**src/rtl/fir5_sym_filter.sv**
```systemverilog
// 5-tap symmetric FIR: 4-bit signed samples in, 10-bit signed result out every clock.
// Build option FIR_PIPELINE_EN registers the three products, adding one cycle of latency.
module fir5_sym_filter #(
  parameter logic signed [3:0] C0 = -4'sd1,
  parameter logic signed [3:0] C1 = 4'sd3,
  parameter logic signed [3:0] C2 = 4'sd6
) (
  input  logic              clk,
  input  logic              rst,
  input  logic signed [3:0] din,
  output logic signed [9:0] dout
);

  localparam int unsigned DW   = 4;
  localparam int unsigned PW   = 5;
  localparam int unsigned MW   = 9;
  localparam int unsigned OW   = 10;
  localparam int unsigned TAPS = 5;

  logic signed [DW-1:0] x_q [TAPS];
  logic signed [PW-1:0] pre_outer;
  logic signed [PW-1:0] pre_inner;
  logic signed [MW-1:0] prod_outer_d;
  logic signed [MW-1:0] prod_inner_d;
  logic signed [MW-1:0] prod_centre_d;
  logic signed [OW-1:0] dout_d;
  logic signed [OW-1:0] dout_q;

  // Mirrored taps share a multiplier through the pre-adders.
  always_comb begin
    pre_outer     = PW'(x_q[0]) + PW'(x_q[4]);
    pre_inner     = PW'(x_q[1]) + PW'(x_q[3]);
    prod_outer_d  = MW'(pre_outer) * MW'(C0);
    prod_inner_d  = MW'(pre_inner) * MW'(C1);
    prod_centre_d = MW'(x_q[2])    * MW'(C2);
  end

`ifdef FIR_PIPELINE_EN
  logic signed [MW-1:0] prod_outer_q;
  logic signed [MW-1:0] prod_inner_q;
  logic signed [MW-1:0] prod_centre_q;

  always_ff @(posedge clk or posedge rst) begin
    if (rst) begin
      prod_outer_q  <= '0;
      prod_inner_q  <= '0;
      prod_centre_q <= '0;
    end else begin
      prod_outer_q  <= prod_outer_d;
      prod_inner_q  <= prod_inner_d;
      prod_centre_q <= prod_centre_d;
    end
  end

  always_comb begin
    dout_d = OW'(prod_outer_q) + OW'(prod_inner_q) + OW'(prod_centre_q);
  end
`else
  always_comb begin
    dout_d = OW'(prod_outer_d) + OW'(prod_inner_d) + OW'(prod_centre_d);
  end
`endif

  // Sum never exceeds +/-320, so plain sign extension needs no saturation.
  always_ff @(posedge clk or posedge rst) begin
    if (rst) begin
      x_q    <= '{default: '0};
      dout_q <= '0;
    end else begin
      x_q[0] <= din;
      x_q[1] <= x_q[0];
      x_q[2] <= x_q[1];
      x_q[3] <= x_q[2];
      x_q[4] <= x_q[3];
      dout_q <= dout_d;
    end
  end

  assign dout = dout_q;

endmodule

```
**config.mk**
```make
export PLATFORM = sky130hd
export DESIGN_NAME = fir5_sym_filter
export DESIGN_NICKNAME = d
export VERILOG_FILES = /design/src/rtl/fir5_sym_filter.sv
export SDC_FILE = /design/constraint.sdc
export NUM_CORES = 1
export LEC_CHECK = 0
export ABC_AREA = 1
export CORE_MARGIN = 2
export CORE_UTILIZATION = 58
export DETAILED_ROUTE_END_ITERATION = 10
export GPL_TIMING_DRIVEN = 1
export PLACE_DENSITY = 0.8
export SLEW_MARGIN = 20
export SYNTH_ARGS = -nofsm -noshare
export SYNTH_HDL_FRONTEND = slang
export SYNTH_SLANG_ARGS = --single-unit
```
**constraint.sdc**
```tcl
create_clock -name clk -period 4.2 [get_ports clk]
set_input_delay 0.42 -clock clk [delete_from_list [all_inputs] [get_ports clk]]
set_output_delay 0.42 -clock clk [all_outputs]
set_load 0.1 [all_outputs]
```
==> results of run 1 <==
==> layer usage <==
metal,share of wire [%],vias to the layer above
met5,0,-
met4,0.74,0
met3,3.0,2
met2,53,20
met1,43,571
li1,-,605
==> sequential cells by signal, indices dropped and copies added (netlist names) <==
name and cells:
dout 10, x_q 20
==> synth_stat cells, drive strengths merged <==
library cell / instances
a21oi: 7
xnor2: 2
dfrtp: 30
ha: 28
nand3: 8
nor3: 1
nand2: 32
fa: 17
nor2: 2
inv: 56
xor2: 4
nand3b: 1
or2: 2
==> per-stage QoR <==
| step | instances | hold WS, ns | area, sq um |
|---|---|---|---|
| floorplan | 190 | 0.354 | 1940 |
| global placement | 251 | 0.358 | 2150 |
| detailed placement | 251 | 0.362 | 2150 |
| CTS | 259 | 0.384 | 2210 |
| global route | 259 | 0.400 | 2220 |
| finish | 259 | 0.383 | 2220 |
==> worst max-delay path by stage <==
stage,to,startpoint,cells past startpoint
after floorplan,dout[8],x_q[4],18
after global placement,dout[8],x_q[4],18
after detailed placement,dout[8],x_q[12],18
after CTS,dout[8],x_q[12],18
after global routing,dout[8],x_q[12],18
final,dout[8],x_q[12],18
==> worst max-delay path: cells and delay by family, from the launching register on <==
family / cells / cell delay, ns
fa+ha+maj: 6 / 2.45
buf+inv: 4 / 0.25
flops: 1 / 0.36
simple gates: 8 / 0.74
==> cell type report <==
type,count,area [sq um]
sequential,30,751
multi-input combinational,104,985
tap,46,57.6
inverter,56,210
clock buffer,6,51.3
clock inverter,2,12.5
timing repair buffer,15,150
fill,266,1070
==> layout by cell type (no fill, tap or decap) <==
cell / count
inv_1: 55
nand2_1: 31
dfrtp_1: 30
ha_1: 28
fa_1: 16
clkdlybuf4s50_1: 15
nand3_1: 7
a21oi_1: 6
clkbuf_4: 5
xor2_1: 4
or2_1: 2
nor2_1: 2
xnor2_1: 2
nand2_2: 1
nand3_2: 1
nand3b_1: 1
nor3_1: 1
a21oi_2: 1
inv_2: 1
fa_2: 1
clkbuf_8: 1
clkinvlp_4: 1
clkinv_2: 1
==> kinds of logic after synthesis <==
kind of cell / Yosys count / share of synthesized area, %
xor+xnor: 6 / 2.71
compound gates: 7 / 2.00
simple gates: 46 / 10.2
fa+ha+maj: 45 / 35.6
flops: 30 / 38.7
buf+inv: 56 / 10.8
==> reports/results.tsv, run 1 <==
stage	metric	value	unit
run_status	status	finished, final reports clean	
cts	largest buffer count on any clock path	2	
hold_path	WHS Endpoint	x_q[14]	
sta	final hold viol count	0	
worst_setup_path	Worst Setup Start Kind	flip-flop	
global_route	global route overflow	0	
cts	PostCTS Resize Cnt	0	
floorplan	row cnt	21	
place	IO buf count	15	
detailed_routing	ANT nets after route	0	
logic_synthesis	Ys Warns	0	
cells_and_area	layout cells sized above 1	6.10	%
detailed_routing	Starting DRT DRC Count	20	
cts	CTS Hold Bufs	0	
global_route	first-pass GRT wire length	5230	um
sta	final setup TNS	0	ns
logic_synthesis	mapped cell area	1940	sq um
worst_setup_path	reg2reg start	x_q[12]	
worst_setup_path	Slowest cell on crit path	fa_1	
logic_synthesis	cells after synthesis	190	
sta	Worst-Margin Slew	0.969	ns
logic_synthesis	Yosys top cell by area	dfrtp_1	
global_route	GRT Util Overall	19.3	%
logic_synthesis	Synth Area per Inst	10.2	sq um
worst_setup_path	CP cell instances	ha_1 -> inv_1 -> fa_1 -> or2_1 -> nand2_2 -> inv_1 -> fa_1 -> fa_1 -> inv_1 -> fa_1 -> inv_1 -> fa_2 -> nand2_1 -> nand2_1 -> nand3b_1 -> nand2_1 -> nand2_1 -> nand2_1	
worst_setup_path	Crit. End Element	flip-flop	
cells_and_area	P&R area growth vs syn	14.2	%
detailed_routing	Via-to-Cell Ratio	4.63	
place	RePlAce Congestion	0.855	
cells_and_area	NumNets Final	263	
global_route	GRT met1 Usage	23.2	%
sta	max frequency	0.257	GHz
worst_setup_path	critical path class	flip-flop to flip-flop	
place	pre-CTS setup slack	0.212	ns
sta	Worst Clk Skew	0.0103	ns
worst_setup_path	R2R depth	18	
worst_setup_path	CP dominant cell by count	nand2_1	
worst_setup_path	CP max stage delay	0.52	ns
worst_setup_path	WP data required	4.43	ns
sta	crit share post-route	92.6	%
detailed_routing	DR WL/cell	11.4	um
logic_synthesis	top cell type's share of synthesized area	38.7	%
global_route	largest net degree at the start of global routing	31	
floorplan	Initial Util	59.1	%
logic_synthesis	sequential share of the synthesized area	38.7	%
sta	PnR worst setup slack	0.310	ns
cts	clock-pin slew on the worst setup and hold paths	0.10	ns
floorplan	die width	61.8	um
cts	TritonCTS buffer count	5	
logic_synthesis	largest cells by area after synthesis	dfrtp_1 (39%), ha_1 (18%), fa_1 (18%), inv_1 (11%), nand2_1 (6.2%)	
cts	Clock Latency Late Sink	0.32	ns
sta	relative slew slack	35.2	%
cts	total clock sinks	30	
floorplan	die height	61.8	um
global_route	initial antenna violation count	0	
worst_setup_path	Crit Reg-Reg Endpoint	dout[8]	
detailed_routing	Pre-Repair DR Iteration Count	5	
worst_setup_path	FF-to-FF setup slack	0.31	ns
sta	Final setup viols	0	
global_route	GR Layer Usage met3	4.97	%
sta	RSZ-0062 raised after global routing	no	
worst_setup_path	crit path DAT	4.12	ns
cts	Clock Root Buffer	clkbuf_4	
worst_setup_path	critical path fanouts, max	2	
sta	Final Max Slew Viols	0	
cells_and_area	final core occ	67.5	%
detailed_routing	Total Routed Length	2950	um
cells_and_area	ANT cells	0	
run	max_cap viols	0	
hold_path	HP Start	x_q[18]	
hold_path	Min-Delay Path Class	flip-flop to flip-flop	
floorplan	die area	3820	sq um
logic_synthesis	Post-Syn Nets	241	
place	Final HPWL DP	2410	um
detailed_routing	DRC	0	
hold_path	Min-Delay Path Depth	0	
global_route	most used routing layer	met2	
global_route	vias in the first global route	1245	
logic_synthesis	Distinct cells, synth	15	
floorplan	Core Area	3280	sq um
cts	# H-tree levels	2	
floorplan	I/O pins	16	
logic_synthesis	#FFs+latches synth	30	
cts	total setup buffers inserted after CTS	0	
cts	CTS tree	built	
sta	final worst path period need	3.89	ns
global_route	met2 usage	34.3	%
detailed_routing	via count	1198	
Power of run 1 is left out: the tool's default activity adds up to more than one toggle a clock period on the data nets, which glitch-free logic cannot reach.
==> inputs of run 2 (changes only) <==
GPL_ROUTABILITY_DRIVEN = 0   (was default)
SKIP_CTS_REPAIR_TIMING = 1   (was default)
==> results of run 2 <==
No change in the layout: final DEF, timing and power equal those of run 1.
Power of run 2 is left out for the same reason.
==> inputs of run 3 (changes only) <==
ABC_AREA = default   (was 1)
CORE_UTILIZATION = 62   (was 58)
GPL_TIMING_DRIVEN = 0   (was 1)
PLACE_DENSITY = 0.84   (was 0.8)
clock period = 4.6 ns   (was 4.2 ns; I/O delays follow)
==> reports/results.tsv, run 3 <==
stage	metric	value	unit	change
run_status	status	finished, final reports clean		
floorplan	die area	3550	sq um	-7.2%
detailed_routing	Starting DRT DRC Count	27		+35%
global_route	vias in the first global route	1220		-2.0%
cells_and_area	most frequent cells in the layout	inv_1 (44), dfrtp_1 (30), ha_1 (28)		
logic_synthesis	Synth Area per Inst	11.7	sq um	+14%
worst_setup_path	WP data required	4.80	ns	+0.37 ns
worst_setup_path	critical path class	flip-flop to flip-flop		
logic_synthesis	cells after synthesis	164		-14%
worst_setup_path	Crit. End Element	flip-flop		
cts	Clock Latency Late Sink	0.33	ns	about the same
sta	relative slew slack	34.8	%	-0.42 points
logic_synthesis	Ys Warns	0		unchanged
logic_synthesis	#FFs+latches synth	30		unchanged
place	Final HPWL DP	2340	um	-2.6%
floorplan	die width	59.6	um	-3.7%
cts	TritonCTS buffer count	5		unchanged
cells_and_area	P&R area growth vs syn	13.7	%	
cells_and_area	commonest non-fill, non-tap cell in the layout	inv_1		
detailed_routing	via count	1165		-2.8%
floorplan	I/O pins	16		unchanged
detailed_routing	ANT nets after route	0		unchanged
logic_synthesis	most numerous cell in the Yosys netlist	inv_1		
run	max_cap viols	0		unchanged
floorplan	row cnt	20		-4.8%
sta	Final setup viols	0		unchanged
place	IO buf count	15		unchanged
floorplan	Core Area	3000	sq um	-8.6%
detailed_routing	Via-to-Cell Ratio	5.30		+14%
worst_setup_path	delay-heaviest family, CP	adder cells		
floorplan	Initial Util	63.7	%	+4.7 points
cells_and_area	max reg flops	20		unchanged
logic_synthesis	largest cells by area after synthesis	dfrtp_1 (39%), ha_1 (18%), fa_1 (18%), inv_1 (8.8%), a21oi_1 (2.6%)		
cells_and_area	final core occ	72.5	%	+5.0 points
cells_and_area	Top reg by flops	x_q		
cts	clock-pin slew on the worst setup and hold paths	0.09	ns	about the same
sta	final setup TNS	0	ns	unchanged
global_route	largest net degree at the start of global routing	31		unchanged
cells_and_area	FF/Latch Area	751	sq um	unchanged
sta	Worst-Margin Slew	0.975	ns	+0.00622 ns
hold_path	Min-Delay Path Class	flip-flop to flip-flop		
logic_synthesis	sequential share of the synthesized area	39.2	%	+0.53 points
worst_setup_path	Slowest cell on crit path	fa_1		
cts	total clock sinks	30		unchanged
global_route	first-pass GRT wire length	5080	um	-2.9%
logic_synthesis	mapped cell area	1910	sq um	-1.4%
sta	Final Max Slew Viols	0		unchanged
cells_and_area	NumNets Final	237		-9.9%
worst_setup_path	CP dominant cell by count	fa_1		
logic_synthesis	asr flop ratio synth	100	%	unchanged
logic_synthesis	Distinct cells, synth	21		+6
sta	final worst path period need	4.28	ns	+0.394 ns
logic_synthesis	Yosys top cell by area	dfrtp_1		
cells_and_area	layout cells sized above 1	5.88	%	-0.22 points
detailed_routing	Pre-Repair DR Iteration Count	4		-1
cells_and_area	ANT cells	0		unchanged
cts	CTS tree	built		
logic_synthesis	ys flop type	dfrtp_1		
worst_setup_path	critical path fanouts, max	3		+1
floorplan	die height	59.6	um	-3.7%
sta	max frequency	0.233	GHz	-9.2%
logic_synthesis	Commonest cells post-synth	inv_1 (45), dfrtp_1 (30), ha_1 (28)		
worst_setup_path	Worst Setup Start Kind	flip-flop		
global_route	global route overflow	0		unchanged
global_route	initial antenna violation count	0		unchanged
worst_setup_path	CP cell instances	ha_1 -> inv_1 -> fa_1 -> xnor2_2 -> inv_1 -> fa_1 -> fa_1 -> fa_1 -> inv_1 -> ha_1 -> fa_1 -> a211oi_1 -> or4b_1 -> o2111ai_1		
logic_synthesis	Post-Syn Nets	215		-11%
worst_setup_path	crit path DAT	4.49	ns	+0.37 ns
logic_synthesis	number of synthesized flops with an enable pin	0		unchanged
global_route	GRT Util Overall	20.3	%	+1.0 points
worst_setup_path	CP max stage delay	0.55	ns	+0.03 ns
sta	RSZ-0062 raised after global routing	no		
cts	# H-tree levels	2		unchanged
sta	crit share post-route	93.1	%	+0.52 points
logic_synthesis	top cell type's share of synthesized area	39.2	%	+0.53 points
cts	largest buffer count on any clock path	2		unchanged
worst_setup_path	Buf/Inv on CP	3		-1
cts	Clock Root Buffer	clkbuf_4		
sta	Worst Clk Skew	0.00488	ns	-0.00542 ns
sta	final hold viol count	0		unchanged
detailed_routing	DRC	0		unchanged
cells_and_area	multi-input logic area	1010	sq um	+2.2%
detailed_routing	Total Routed Length	2860	um	-3.3%
detailed_routing	DR WL/cell	13.0	um	+14%
cells_and_area	Filler Cell Count	210		-21%
## run 3: cells by family after synthesis
group,count (synthesis),share of synthesized area (%)
compound gates,25,8.24
xor+xnor,10,4.57
fa+ha+maj,45,36.1
buf+inv,45,8.82
flops,30,39.2
mux,1,0.523
simple gates,8,2.55
## run 3: area by class of cell
| class | count | area share (%) |
|---|---|---|
| Multi-Input combinational cell | 89 | 46.2 |
| Sequential cell | 30 | 34.5 |
| Tap cell | 33 | 1.90 |
| Inverter | 45 | 7.76 |
| Clock buffer | 7 | 2.53 |
| Clock inverter | 1 | 0.230 |
| Timing Repair Buffer | 15 | 6.90 |
## run 3: stage by stage
| stage | cell area, sq um | instances | hold WS [ns] | setup slack, ns |
|---|---|---|---|---|
| after floorplan | 1910 | 164 | 0.354 | 0.537 |
| after global placement | 2110 | 212 | 0.361 | 0.264 |
| after detailed placement | 2110 | 212 | 0.371 | 0.247 |
| after CTS | 2170 | 220 | 0.395 | 0.223 |
| after global routing | 2180 | 220 | 0.400 | 0.0692 |
| final | 2180 | 220 | 0.392 | 0.316 |
## run 3: path summary, 6_finish.rpt
check / slack (ns) / cells after the start / startpoint / to
min reg2reg: 0.39 / 0 / x_q[4] / x_q[0]
max: 0.32 / 14 / x_q[4] / dout[8]
min: 0.39 / 0 / x_q[4] / x_q[0]
max in group asynchronous: 3.71 / 2 / rst / x_q[14]
max reg2reg: 0.32 / 14 / x_q[4] / dout[8]
min in group asynchronous: 0.50 / 2 / rst / x_q[16]
## run 3: routing by layer
| layer | vias up | GRT usage (%) | part of all wire (%) |
|---|---|---|---|
| li1 | 564 | - | - |
| met1 | 578 | 23.7 | 42 |
| met2 | 16 | 33.9 | 52 |
| met3 | 7 | 5.90 | 2.6 |
| met4 | 0 | 10.5 | 3.0 |
| met5 | - | 0 | 0 |
Power of run 3 is left out for the same reason.
